<file path="config.mk">
export PLATFORM = sky130hd
export DESIGN_NAME = kp_time_entry_flat
export DESIGN_NICKNAME = d
export VERILOG_FILES = /design/src/rtl/kp_time_entry_if.sv /design/src/rtl/kp_time_entry.sv /design/src/flat_wrapper.sv
export SDC_FILE = /design/constraint.sdc
export NUM_CORES = 1
export LEC_CHECK = 0
export BUFFER_PORTS_ARGS = -buffer_cell sky130_fd_sc_hd__buf_2
export CAP_MARGIN = 20
export CORE_ASPECT_RATIO = 1.5
export CORE_MARGIN = 5
export CORE_UTILIZATION = 55
export DETAILED_ROUTE_END_ITERATION = 6
export PLACE_DENSITY_LB_ADDON = 0.08
export SKIP_LAST_GASP = 1
export SYNTH_ARGS = -nofsm -noshare
export SYNTH_HDL_FRONTEND = slang
export SYNTH_SLANG_ARGS = --single-unit
</file>
<file path="constraint.sdc">
create_clock -name mclk -period 3.8 [get_ports mclk]
set_clock_uncertainty 0.1 [all_clocks]
set_input_delay 0.38 -clock mclk [delete_from_list [all_inputs] [get_ports mclk]]
set_output_delay 0.38 -clock mclk [all_outputs]
set_load 0.05 [all_outputs]
</file>
<file path="src/rtl/kp_time_entry_if.sv">
// Keypad time-entry bus.
//   key_code              : raw keypad code into the controller (0 = released)
//   now_h/now_m/now_s     : committed wall-clock time
//   now_set               : 1-cycle strobe when now_* is committed
//   alarm_h/alarm_m/alarm_s: packed alarm times, slot k at [5k+:5] / [6k+:6]
//   alarm_en              : per-slot enable
//   sel, digit_pos, busy, err : editor status
// slave  = controller side, master = keypad/host side.
interface kp_time_entry_if #(
  parameter int N_ALARM = 2,
  parameter int KEY_W   = 6
);
  localparam int SW = $clog2(N_ALARM + 1);

  logic [KEY_W-1:0]     key_code;
  logic [4:0]           now_h;
  logic [5:0]           now_m;
  logic [5:0]           now_s;
  logic                 now_set;
  logic [5*N_ALARM-1:0] alarm_h;
  logic [6*N_ALARM-1:0] alarm_m;
  logic [6*N_ALARM-1:0] alarm_s;
  logic [N_ALARM-1:0]   alarm_en;
  logic [SW-1:0]        sel;
  logic [2:0]           digit_pos;
  logic                 busy;
  logic                 err;

  modport slave (
    input  key_code,
    output now_h, now_m, now_s, now_set,
    output alarm_h, alarm_m, alarm_s, alarm_en,
    output sel, digit_pos, busy, err
  );

  modport master (
    output key_code,
    input  now_h, now_m, now_s, now_set,
    input  alarm_h, alarm_m, alarm_s, alarm_en,
    input  sel, digit_pos, busy, err
  );
endinterface

</file>
<file path="src/rtl/kp_time_entry.sv">
// Keypad-driven time-entry controller.
// Edits the wall clock (HH:MM or HH:MM:SS) and N_ALARM alarm slots from a 4x4
// keypad. Each key press (released -> nonzero) produces exactly one event.
// Digits are validated per position; SHIFT is backspace, AD aborts, ENTER
// commits. Committed values change only on ENTER, the RESET key or rst_n.
// Ports:
//   mclk  : system clock
//   rst_n : asynchronous active-low reset
//   bus   : kp_time_entry_if.slave (key input, committed times, status)
module kp_time_entry #(
  parameter int N_ALARM  = 2,
  parameter int WITH_SEC = 0,
  parameter int KEY_W    = 6
) (
  input  logic             mclk,
  input  logic             rst_n,
  kp_time_entry_if.slave   bus
);
  localparam int D  = (WITH_SEC != 0) ? 6 : 4;
  localparam int SW = $clog2(N_ALARM + 1);

  localparam logic [KEY_W-1:0] K_RESET = KEY_W'(1);
  localparam logic [KEY_W-1:0] K_CLOCK = KEY_W'(2);
  localparam logic [KEY_W-1:0] K_ENTER = KEY_W'(3);
  localparam logic [KEY_W-1:0] K_SHIFT = KEY_W'(4);
  localparam logic [KEY_W-1:0] K_ABORT = KEY_W'(8);

  typedef enum logic [1:0] {IDLE, ENTRY, CONFIRM} state_t;

  typedef struct packed {
    logic       valid;
    logic [3:0] value;
  } digit_t;

  // Keypad matrix position -> decimal digit.
  function automatic digit_t decode_digit(input logic [KEY_W-1:0] k);
    digit_t r;
    r.valid = 1'b1;
    case (k)
      KEY_W'(16): r.value = 4'd0;
      KEY_W'(15): r.value = 4'd1;
      KEY_W'(11): r.value = 4'd2;
      KEY_W'(7):  r.value = 4'd3;
      KEY_W'(14): r.value = 4'd4;
      KEY_W'(10): r.value = 4'd5;
      KEY_W'(6):  r.value = 4'd6;
      KEY_W'(13): r.value = 4'd7;
      KEY_W'(9):  r.value = 4'd8;
      KEY_W'(5):  r.value = 4'd9;
      default: begin
        r.valid = 1'b0;
        r.value = 4'd0;
      end
    endcase
    return r;
  endfunction

  // Range rule for digit d at position pos; h1 is the hour tens digit.
  function automatic logic digit_ok(input logic [2:0] pos, input logic [3:0] d,
                                    input logic [3:0] h1);
    case (pos)
      3'd0:       return d <= 4'd2;
      3'd1:       return (h1 != 4'd2) || (d <= 4'd3);
      3'd2, 3'd4: return d <= 4'd5;
      default:    return 1'b1;
    endcase
  endfunction

  state_t               state_q, state_d;
  logic [KEY_W-1:0]     key_q;
  logic [3:0]           dig_q [6];
  logic [3:0]           dig_d [6];
  logic [2:0]           pos_q, pos_d;
  logic [SW-1:0]        sel_q, sel_d;
  logic [4:0]           now_h_q, now_h_d;
  logic [5:0]           now_m_q, now_m_d;
  logic [5:0]           now_s_q, now_s_d;
  logic                 now_set_q, now_set_d;
  logic                 err_q, err_d;
  logic [5*N_ALARM-1:0] al_h_q, al_h_d;
  logic [6*N_ALARM-1:0] al_m_q, al_m_d;
  logic [6*N_ALARM-1:0] al_s_q, al_s_d;
  logic [N_ALARM-1:0]   al_en_q, al_en_d;

  logic   press;
  digit_t dkey;
  logic [4:0] hh;
  logic [5:0] mm, ss;

  assign press = (key_q == '0) && (bus.key_code != '0);
  assign dkey  = decode_digit(bus.key_code);

  // Buffer -> binary fields; position rules keep these within range.
  assign hh = 5'(dig_q[0]) * 5'd10 + 5'(dig_q[1]);
  assign mm = 6'(dig_q[2]) * 6'd10 + 6'(dig_q[3]);
  assign ss = (WITH_SEC != 0) ? 6'(dig_q[4]) * 6'd10 + 6'(dig_q[5]) : 6'd0;

  // NOTE: every variable gets its hold/default value before any branch, so no
  // path leaves one unassigned and no latch is inferred.
  always_comb begin
    state_d   = state_q;
    pos_d     = pos_q;
    sel_d     = sel_q;
    dig_d     = dig_q;
    now_h_d   = now_h_q;
    now_m_d   = now_m_q;
    now_s_d   = now_s_q;
    al_h_d    = al_h_q;
    al_m_d    = al_m_q;
    al_s_d    = al_s_q;
    al_en_d   = al_en_q;
    now_set_d = 1'b0;
    err_d     = 1'b0;

    if (press) begin
      if (bus.key_code == K_RESET) begin
        state_d = IDLE;
        pos_d   = '0;
        sel_d   = '0;
        dig_d   = '{default: '0};
        now_h_d = '0;
        now_m_d = '0;
        now_s_d = '0;
        al_h_d  = '0;
        al_m_d  = '0;
        al_s_d  = '0;
        al_en_d = '0;
      end else begin
        case (state_q)
          IDLE: begin
            if (bus.key_code == K_CLOCK) begin
              sel_d = (sel_q == SW'(N_ALARM)) ? '0 : sel_q + 1'b1;
            end else if (dkey.valid) begin
              dig_d = '{default: '0};
              if (digit_ok(3'd0, dkey.value, 4'd0)) begin
                dig_d[0] = dkey.value;
                pos_d    = 3'd1;
                state_d  = ENTRY;
              end else begin
                err_d = 1'b1;
              end
            end else if (bus.key_code == K_ENTER) begin
              for (int k = 0; k < N_ALARM; k++)
                if (sel_q == SW'(k + 1)) al_en_d[k] = ~al_en_q[k];
            end
          end

          ENTRY: begin
            if (dkey.valid) begin
              if (digit_ok(pos_q, dkey.value, dig_q[0])) begin
                for (int i = 0; i < 6; i++)
                  if (pos_q == 3'(i)) dig_d[i] = dkey.value;
                pos_d = pos_q + 1'b1;
                if (pos_q == 3'(D - 1)) state_d = CONFIRM;
              end else begin
                err_d = 1'b1;
              end
            end else if (bus.key_code == K_SHIFT) begin
              if (pos_q == '0) begin
                state_d = IDLE;
              end else begin
                pos_d = pos_q - 1'b1;
                for (int i = 0; i < 6; i++)
                  if (pos_q == 3'(i + 1)) dig_d[i] = '0;
              end
            end else if (bus.key_code == K_ABORT) begin
              state_d = IDLE;
              pos_d   = '0;
              dig_d   = '{default: '0};
            end
          end

          CONFIRM: begin
            if (dkey.valid) begin
              err_d = 1'b1;
            end else if (bus.key_code == K_SHIFT) begin
              state_d      = ENTRY;
              pos_d        = 3'(D - 1);
              dig_d[D - 1] = '0;
            end else if (bus.key_code == K_ABORT) begin
              state_d = IDLE;
              pos_d   = '0;
              dig_d   = '{default: '0};
            end else if (bus.key_code == K_ENTER) begin
              state_d = IDLE;
              pos_d   = '0;
              if (sel_q == '0) begin
                now_h_d   = hh;
                now_m_d   = mm;
                now_s_d   = ss;
                now_set_d = 1'b1;
              end else begin
                for (int k = 0; k < N_ALARM; k++) begin
                  if (sel_q == SW'(k + 1)) begin
                    al_h_d[5*k +: 5] = hh;
                    al_m_d[6*k +: 6] = mm;
                    al_s_d[6*k +: 6] = ss;
                    al_en_d[k]       = 1'b1;
                  end
                end
              end
            end
          end

          default: state_d = IDLE;
        endcase
      end
    end
  end

  // NOTE: state registers use non-blocking assignment so every flop samples
  // the pre-edge value of its neighbours.
  always_ff @(posedge mclk or negedge rst_n) begin
    if (!rst_n) begin
      state_q   <= IDLE;
      key_q     <= '1;  // a key held through reset release is not a press
      pos_q     <= '0;
      sel_q     <= '0;
      // NOTE: the small digit buffer is reset with everything else; it is six
      // registers, not a RAM, and a clean start keeps commits deterministic.
      dig_q     <= '{default: '0};
      now_h_q   <= '0;
      now_m_q   <= '0;
      now_s_q   <= '0;
      now_set_q <= 1'b0;
      err_q     <= 1'b0;
      al_h_q    <= '0;
      al_m_q    <= '0;
      al_s_q    <= '0;
      al_en_q   <= '0;
    end else begin
      state_q   <= state_d;
      key_q     <= bus.key_code;
      pos_q     <= pos_d;
      sel_q     <= sel_d;
      dig_q     <= dig_d;
      now_h_q   <= now_h_d;
      now_m_q   <= now_m_d;
      now_s_q   <= now_s_d;
      now_set_q <= now_set_d;
      err_q     <= err_d;
      al_h_q    <= al_h_d;
      al_m_q    <= al_m_d;
      al_s_q    <= al_s_d;
      al_en_q   <= al_en_d;
    end
  end

  assign bus.now_h     = now_h_q;
  assign bus.now_m     = now_m_q;
  assign bus.now_s     = now_s_q;
  assign bus.now_set   = now_set_q;
  assign bus.alarm_h   = al_h_q;
  assign bus.alarm_m   = al_m_q;
  assign bus.alarm_s   = al_s_q;
  assign bus.alarm_en  = al_en_q;
  assign bus.sel       = sel_q;
  assign bus.digit_pos = pos_q;
  assign bus.busy      = (state_q != IDLE);
  assign bus.err       = err_q;
endmodule

</file>
<file path="src/flat_wrapper.sv">
// flat-port wrapper written by rule: the top's interface ports become plain ports
module kp_time_entry_flat 
#(
  parameter int N_ALARM  = 2,
  parameter int WITH_SEC = 0,
  parameter int KEY_W    = 6
)
  (mclk, rst_n, bus_key_code, bus_now_h, bus_now_m, bus_now_s, bus_now_set, bus_alarm_h, bus_alarm_m, bus_alarm_s, bus_alarm_en, bus_sel, bus_digit_pos, bus_busy, bus_err);
  kp_time_entry_if #(.N_ALARM(N_ALARM), .KEY_W(KEY_W)) bus_i ();
  input  logic mclk;
  input  logic rst_n;
  input wire logic [$bits(bus_i.key_code)-1:0] bus_key_code;
  output wire logic [$bits(bus_i.now_h)-1:0] bus_now_h;
  output wire logic [$bits(bus_i.now_m)-1:0] bus_now_m;
  output wire logic [$bits(bus_i.now_s)-1:0] bus_now_s;
  output wire logic [$bits(bus_i.now_set)-1:0] bus_now_set;
  output wire logic [$bits(bus_i.alarm_h)-1:0] bus_alarm_h;
  output wire logic [$bits(bus_i.alarm_m)-1:0] bus_alarm_m;
  output wire logic [$bits(bus_i.alarm_s)-1:0] bus_alarm_s;
  output wire logic [$bits(bus_i.alarm_en)-1:0] bus_alarm_en;
  output wire logic [$bits(bus_i.sel)-1:0] bus_sel;
  output wire logic [$bits(bus_i.digit_pos)-1:0] bus_digit_pos;
  output wire logic [$bits(bus_i.busy)-1:0] bus_busy;
  output wire logic [$bits(bus_i.err)-1:0] bus_err;
  assign bus_i.key_code = bus_key_code;
  assign bus_now_h = bus_i.now_h;
  assign bus_now_m = bus_i.now_m;
  assign bus_now_s = bus_i.now_s;
  assign bus_now_set = bus_i.now_set;
  assign bus_alarm_h = bus_i.alarm_h;
  assign bus_alarm_m = bus_i.alarm_m;
  assign bus_alarm_s = bus_i.alarm_s;
  assign bus_alarm_en = bus_i.alarm_en;
  assign bus_sel = bus_i.sel;
  assign bus_digit_pos = bus_i.digit_pos;
  assign bus_busy = bus_i.busy;
  assign bus_err = bus_i.err;
  kp_time_entry #(.N_ALARM(N_ALARM), .WITH_SEC(WITH_SEC), .KEY_W(KEY_W)) u_core (.mclk(mclk), .rst_n(rst_n), .bus(bus_i));
endmodule
</file>
======== Word level (Yosys, flattened, before mapping) ========
Cells that the tools add are included.
word-level totals
  bits in registers ....................... 92
  output and inout bits ................... 61
  input bits .............................. 8
  word-level logic and storage cells ...... 279
cells by class
  bitwise gates (word level) .............. 2
  multipliers ............................. 2
  multiplexer cells ....................... 150
  equal/unequal tests ..................... 61
  magnitude comparators ................... 3
  reductions and logical operators ........ 33
  $add $sub $neg .......................... 5
operators with widths
  kind                                            count
  two-way mux 24 bit                              9
  two-way mux 12 bit                              15
  two-way mux 6 bit                               18
  case mux 24 bit (3 select lines)                1
  two-way mux 10 bit                              7
  AND reduction 10 bit                            7
  two-way mux 4 bit                               14
  two-way mux 2 bit                               27
  two-way mux 5 bit                               9
  == test 6 x 4 -> 1 bit (second input constant)  7
  two-way mux 3 bit                               13
  case mux 4 bit (9 select lines)                 1
  two-way mux 1 bit                               30
  != test 5 x 2 -> 1 bit (second input constant)  6
  != test 4 bit (second input constant)           7
  == test 6 x 3 -> 1 bit (second input constant)  4
  != test 3 x 1 -> 1 bit (second input constant)  8
  AND reduction 12 bit                            2
  AND reduction 8 bit                             2
  nonzero test 2 bit                              8
  == test 6 x 2 -> 1 bit (second input constant)  2
  != test 3 x 2 -> 1 bit (second input constant)  4
  != test 5 x 1 -> 1 bit (second input constant)  2
  != test 5 x 3 -> 1 bit (second input constant)  2
  other kinds (39)                                51

======== Logic depth before layout (Yosys ltp) ========
Gate-level depths: netlist (run 1).
  word-level depth ........................ 14
  gate-level depth with buffers ........... 9
  gate-level depth less buffers ........... 9

======== Worst setup path after synthesis (run 1) ========
OpenSTA, ideal clock, no wires.
  path type ............................... flip-flop to flip-flop
  start ................................... register u_core.pos_q[0] (netlist: u_core.bus.digit_pos[0])
  end ..................................... register u_core.dig_q[16] (netlist bit)
  path slack .............................. 1.079 ns
  period minus slack after synthesis ...... 2.721 ns
  cell stages (with the launch flop) ...... 10
  path buffers ............................ 0
  setup time .............................. 0.083 ns
  required time ........................... 3.617 ns
  arrival time ............................ 2.539 ns
  path through ............................ dfrtp_1 inv_1 ha_1 ha_1 nand2_1 nand2_1 a221oi_1 nand2_1 or3_1 o21ai_0
on the way
  longest elaborated chain between the ends .. 9
  elaborated cells on any way between the ends .. 15
  classes of those cells .................. eq/ne (7); mux (5); reduce/logical (3)
RTL lines
  element                                                         line                                       source
  from (decl)                                                     kp_time_entry.sv:73                        logic [2:0] pos_q, pos_d;
  from (signal assigned)                                          kp_time_entry.sv:234                       pos_q <= pos_d;
  == test 3 bit / == test 3 x 2 -> 1 bit (equally long branches)  kp_time_entry.sv:61, kp_time_entry.sv:164
  OR reduction 2 bit                                              kp_time_entry.sv:61                        case (pos)
  case mux 1 bit (3 select lines)                                 kp_time_entry.sv:61
  two-way mux 1 bit                                               kp_time_entry.sv:149                       if (dkey.valid) begin
  two-way mux 1 bit                                               kp_time_entry.sv:129                       case (state_q)
  two-way mux 1 bit                                               kp_time_entry.sv:116                       if (bus.key_code == K_RESET) begin
  two-way mux 1 bit                                               kp_time_entry.sv:115                       if (press) begin
  != test 4 bit (no source line)                                  -
  AND reduction 10 bit (no source line) *                         -
  to (signal assigned)                                            kp_time_entry.sv:236                       dig_q <= dig_d;
  to (decl)                                                       kp_time_entry.sv:71                        logic [3:0] dig_q [6];
Mark *: on every way between the ends. The rest lies on a longest branch, timed or not. The select of a mux whose other input is x is not followed.
A chain may end at the register's enable or synchronous reset.

======== Worst setup path after layout (run 1) ========
  start ................................... register u_core.dig_q[20] (netlist bit)
  end ..................................... register u_core.pos_q[0] (netlist: u_core.bus.digit_pos[0])
on the way
  longest elaborated chain between the ends .. 9
RTL lines
  element                                line                  source
  != test 4 x 2 -> 1 bit                 kp_time_entry.sv:63   3'd1: return (h1 != 4'd2) || (d <= 4'd3);
  logical OR 1 bit                       kp_time_entry.sv:63
  case mux 1 bit (3 select lines)        kp_time_entry.sv:61
  two-way mux 1 bit                      kp_time_entry.sv:149
  two-way mux 1 bit                      kp_time_entry.sv:129
  two-way mux 1 bit                      kp_time_entry.sv:116
  two-way mux 1 bit                      kp_time_entry.sv:115
  != test 4 bit (no source line)         -
  AND reduction 10 bit (no source line)  -
No other way between the ends. The select of a mux whose other input is x is not followed.

==> results of run 1 <==
[logic make-up (layout without fill, tap and decap cells)]
family	count (synthesis)	in the layout	share of synthesized area [%]
AO/OA/AOI/OAI	104	104	17.10
XOR/XNOR	11	11	2.262
adder cells (fa/ha/maj)	23	23	7.109
buffers and inverters	59	92	7.139
flip-flops	66	66	38.95
multiplexers	40	40	10.52
other	1	18	0.08805
AND/OR/NAND/NOR	119	119	16.83
[sequential cells by signal, summed over array words and instances (netlist names), 3 cells and up]
name,count
u_core.bus.now_h,5
u_core.bus.alarm_h,10
u_core.key_q,6
u_core.bus.alarm_m,12
u_core.bus.now_m,6
u_core.bus.digit_pos,3
u_core.dig_q,16
[per-stage QoR]
step | cell area [um2] | power (mW) | util, %
2_1_floorplan | 4323 | 0.9642 | -
3_3_place_gp | 4517 | 1.023 | 59.34
3_5_place_dp | 4517 | 1.026 | 59.34
4_1_cts | 4837 | 1.908 | 63.54
5_1_grt | 4865 | 1.971 | 63.91
6_report | 4865 | 1.897 | 63.91
[worst max-delay path, cell delays in order, from the launching register on]
cell and delay (ps):
dfrtp_1 450, or4b_1 590, o41ai_2 290, nand2_1 150
o31ai_4 610, nor4_4 130, mux2_1 350
[report_power, final]
part | internal (mW) | leakage, nW | switching, mW | total, mW
logic | 0.0762 | 1.28 | 0.203 | 0.279
registers | 0.725 | 0.864 | 0.0164 | 0.741
clock network | 0.589 | 0.156 | 0.287 | 0.877
[cells in the final DEF, fill, tap and decap left out, drive strengths merged, types with 12 or more instances in the layout]
master	count
o21ai	25
nor3	12
buf	58
inv	18
dfrtp	60
nor2	19
a21oi	16
conb	18
ha	21
nand2	22
mux2	38
[per-layer routing]
metal / GRT usage (%) / routed length [um]
met2: 40.54 / 5736
met1: 26.24 / 3879
met5: 0 / 0
met3: 4.288 / 551
met4: 13.20 / 552
[final timing paths]
kind,from,end,slack [ps],depth (start not counted)
worst max-delay path,u_core.dig_q[20],u_core.bus.digit_pos[0],1010,6
worst min-delay path,rst_n,u_core.bus.alarm_h[6],-50,1
worst max register to register,u_core.dig_q[20],u_core.bus.digit_pos[0],1010,6
worst min register to register,u_core.bus.alarm_m[8],u_core.bus.alarm_m[8],400,1
max in group asynchronous,rst_n,u_core.dig_q[13],2810,3
min in group mclk,bus_key_code[4],u_core.key_q[4],210,1
[area by class of cell]
class	instances	area [um2]	area share, %
inverters	18	67.56	1.389
repair buffers	58	330.3	6.790
well taps	102	127.6	2.623
multi-input cells	315	2360	48.51
flip-flops and latches	66	1659	34.10
clock buffers	11	242.7	4.990
clock inverters	5	77.57	1.595
==> impl_metrics.ini, run 1 <==
[outcome]
run_status = finished, violations left
violations = negative hold slack

[worst_hold_path]
hold_class = input port to async pin

[detailed_routing]
drt_iter0_drc = 218
ant_nets = 0
via_count = 3464
avgViaCountPerCell = 6.024
routed_wirelength_um = 10720
drc_errors = 0
dr.pass1.iters = 5
routedWlPerCell_um = 18.64

[timing]
tightest_slew_ps = 645.8
timing.final.crit_share_pct = 73.43
clock.fmax_mhz = 358.4
worst_slack_ps = 1010
fin_setup_tns_ps = 0
setup_viol = 0
rsz0062_at_grt = no
timing.final.crit_period_ps = 2790
finalHoldViolCount = 25
whs_ps = -45.70
timing.slew.headroom_pct = 56.49
drv_slew = 0

[logic_synthesis]
synthFlopType = dfrtp_1
ys_seq_elements = 66
synth.top_cell.area_share_pct = 35.25
synthArstFlopShare_pct = 100.0
yosysWarnings = 0
ys_types = 66
yosysMostFrequentCell = dfrtp_1
synth_edf_count = 0
syn_inst = 423
synth.area.top_cells = dfrtp_1 (35%), mux2_2 (8.7%), ha_1 (6.2%)
synth_common_cells = dfrtp_1 (60), mux2_2 (33), nand2_1 (22), ha_1 (21)
avgSynthCellArea_um2 = 10.07
yosysSeqAreaShare_pct = 38.95
yosysTopAreaCell = dfrtp_1
synth_area_um2 = 4259

[clock_tree]
clock_latency_ps = 320
cts_buffer_depth = 2
cts-root-buf = clkbuf_16
cts_tree = done
cts_resized = 0
clock-sinks = 66
ctsHoldBuffers = 0
clkTransAtPathRegs_ps = 50
cts-buffers-inserted = 9
htreeDepth = 3
postCtsSetupBuffers = 0

[finish]
n_fill_cell = 660
syn2layout_area_growth_pct = 14.22
drive_gt1_share_pct = 26.00
final_cells = 575
layout.nets = 499
antenna_cells = 0

[worst_setup_path]
worstPathRequired_ps = 3900
path_class = flip-flop to flip-flop
path_max_fanout = 11
start_kind = flip-flop
crit_path_end_kind = flip-flop
crit_arrival_ps = 2890

[grt]
grt_pass1_wl_um = 17420
grt_pass1_vias = 3439
grt_max_degree = 50
antenna_found_initial = 0
grt_overflow_total = 0
track_usage_pct = 23.53

[placement]
port_buffers = 50
finalWeightedCongestion = 0.9726
dp_slack_ps = 930.7
dp_hpwl_um = 8211
dp.cells = 558

[floorplanning]
rows = 39
core_region_area_um2 = 7612
die_y_um = 117.8
pin_count = 69
die_area_um2 = 9640
die_w_um = 81.85
start_util_pct = 55.95

[pwr]
powerDensity_nw_per_um2 = 390.0
leakage_nw = 2.299
ir_worst_vdd_uv = 346.6

[flow_run]
cap_viol_max_count = 0
(Power assumes the default switching activity.)
==> inputs of run 2 (changes only) <==
==> constraint.sdc (replaced) <==
create_clock -name mclk -period 2.6 [get_ports mclk]
set_clock_uncertainty 0.1 [all_clocks]
set_input_delay 0.26 -clock mclk [delete_from_list [all_inputs] [get_ports mclk]]
set_output_delay 0.26 -clock mclk [all_outputs]
set_load 0.05 [all_outputs]
==> run 2 against run 1 <==
Net effect: the flow now finishes without violations; total power is 49% higher; register-to-register slack worse by 870 ps; first-iteration DRC count down 18%; routed wire length increased by 6.5%; via count up 3.5%; die area stayed put; largest power group unchanged; highest routed layer unchanged.
==> impl_metrics.ini, run 2 (synthesis results as in run 1) <==
[outcome]
run_status = complete, no violations

[finish]
finalInstanceArea_um2 = 5200
finalCoreUtilization_pct = 68.31
layout.nets = 537
regMostFlops = u_core.dig_q
syn2layout_area_growth_pct = 22.09
mostFrequentLayoutCell = dfrtp_1
largest_register_ffs = 16
antenna_cells = 0
final_cell_mix = dfrtp_1 (58), buf_2 (50), buf_4 (44), mux2_2 (33), nand2_1 (22)
drive_gt1_share_pct = 33.14

[timing]
timing.final.crit_period_ps = 2464
tightest_slew_ps = 812.6
timing.final.crit_share_pct = 94.77
timing.slew.headroom_pct = 45.83
rsz0062_at_grt = no
drv_slew = 0
worst_slack_ps = 136.0
setup_viol = 0
fin_setup_tns_ps = 0
clock.fmax_mhz = 405.8
finalHoldViolCount = 0

[grt]
antenna_found_initial = 0
grt_pass1_wl_um = 18290
grt_overflow_total = 0
grt_pass1_vias = 3526
grt_max_degree = 67
track_usage_pct = 25.15

[worst_hold_path]
hold_class = input port to async pin

[detailed_routing]
routedWlPerCell_um = 18.66
avgViaCountPerCell = 5.858
via_count = 3585
drt_iter0_drc = 178
dr.pass1.iters = 4
ant_nets = 0
routed_wirelength_um = 11420
drc_errors = 0

[floorplanning]
rows = 39
die_w_um = 81.85
start_util_pct = 55.95
pin_count = 69
core_region_area_um2 = 7612
die_y_um = 117.8
die_area_um2 = 9640

[clock_tree]
cts_tree = done
clock_latency_ps = 320
ctsHoldBuffers = 0
cts-root-buf = clkbuf_16
cts_buffer_depth = 2
clock-sinks = 66
htreeDepth = 3
cts-buffers-inserted = 9
clkTransAtPathRegs_ps = 50

[worst_setup_path]
slowest_delay_ps = 550
crit_chain = or4b_4, o41ai_2, nand2_1, o31ai_4, buf_12, nor4_4, mux2_1
crit_arrival_ps = 2570
crit_path_end_kind = flip-flop
path_class = flip-flop to flip-flop
critPathSlowestCell = or4b_4
start_kind = flip-flop
worstPathRequired_ps = 2710
path_max_fanout = 16

[pwr]
leakage_nw = 2.477
ir_worst_vdd_uv = 311.5
powerDensity_nw_per_um2 = 543.0
p_total_mw = 2.823

[placement]
port_buffers = 50
dp_hpwl_um = 8557
finalWeightedCongestion = 0.9711
placed_area_um2 = 4795
dp_slack_ps = -37.65

[flow_run]
cap_viol_max_count = 0
## run 2: layer usage
| layer | share of wire (%) | up-vias | track usage, % | routed length [um] |
|---|---|---|---|---|
| li1 | - | 1685 | - | - |
| met1 | 38 | 1715 | 28.32 | 4351 |
| met2 | 51 | 134 | 42.16 | 5867 |
| met3 | 4.1 | 51 | 4.594 | 473 |
| met4 | 6.4 | 0 | 15.90 | 726 |
| met5 | 0 | - | 0 | 0 |
## run 2: report_power, final
group,switching [mW],internal [mW],total (mW)
Clock,0.406,0.886,1.29
Sequential,0.0164,1.06,1.08
Combinational,0.310,0.145,0.455
## run 2: metrics by stage
stage | hold slack [ps] | std cells
after global placement | 368.1 | 593
final | 3.315 | 612
after CTS | 26.93 | 608
after global routing | 36.88 | 612
after detailed placement | 372.8 | 593
after floorplan | -135.6 | 440
## run 2: cell type report
type / count / area, um2
Inverter: 18 / 67.56
Timing Repair Buffer: 95 / 600.6
Clock buffer: 13 / 260.3
Sequential cell: 66 / 1662
Fill cell: 639 / 2412
Multi-Input combinational cell: 316 / 2422
Tap cell: 102 / 127.6
Clock inverter: 2 / 60.06
## run 2: final timing paths
| kind | start | endpoint | cells past startpoint | slack (ps) |
|---|---|---|---|---|
| min in group mclk | bus_key_code[5] | u_core.key_q[5] | 1 | 40 |
| setup reg to reg | u_core.dig_q[22] | u_core.bus.digit_pos[1] | 7 | 140 |
| setup / recovery | u_core.dig_q[22] | u_core.bus.digit_pos[1] | 7 | 140 |
| hold reg to reg | u_core.bus.alarm_h[0] | u_core.bus.alarm_h[0] | 1 | 400 |
| hold / removal | rst_n | u_core.bus.alarm_m[11] | 2 | 3 |
| max in group asynchronous | rst_n | u_core.bus.digit_pos[1] | 2 | 1800 |
## run 2: repair_timing
| item | CTS | global route |
|---|---|---|
| endpoints found under the setup margin | 2 | 19 |
| pin swaps | 0 | 2 |
| gates cloned | 0 | 1 |
| resized for setup | 1 | 12 |
| setup buffers | 0 | 3 |
## run 2: critical path: cells and delay by family (launching register included)
kind                   cells  cell delay [ps]
AOI/OAI and AO/OA          2              580
DFF                        1              390
buffers and inverters      1              180
and+or+nand+nor            3              760
muxes                      1              330
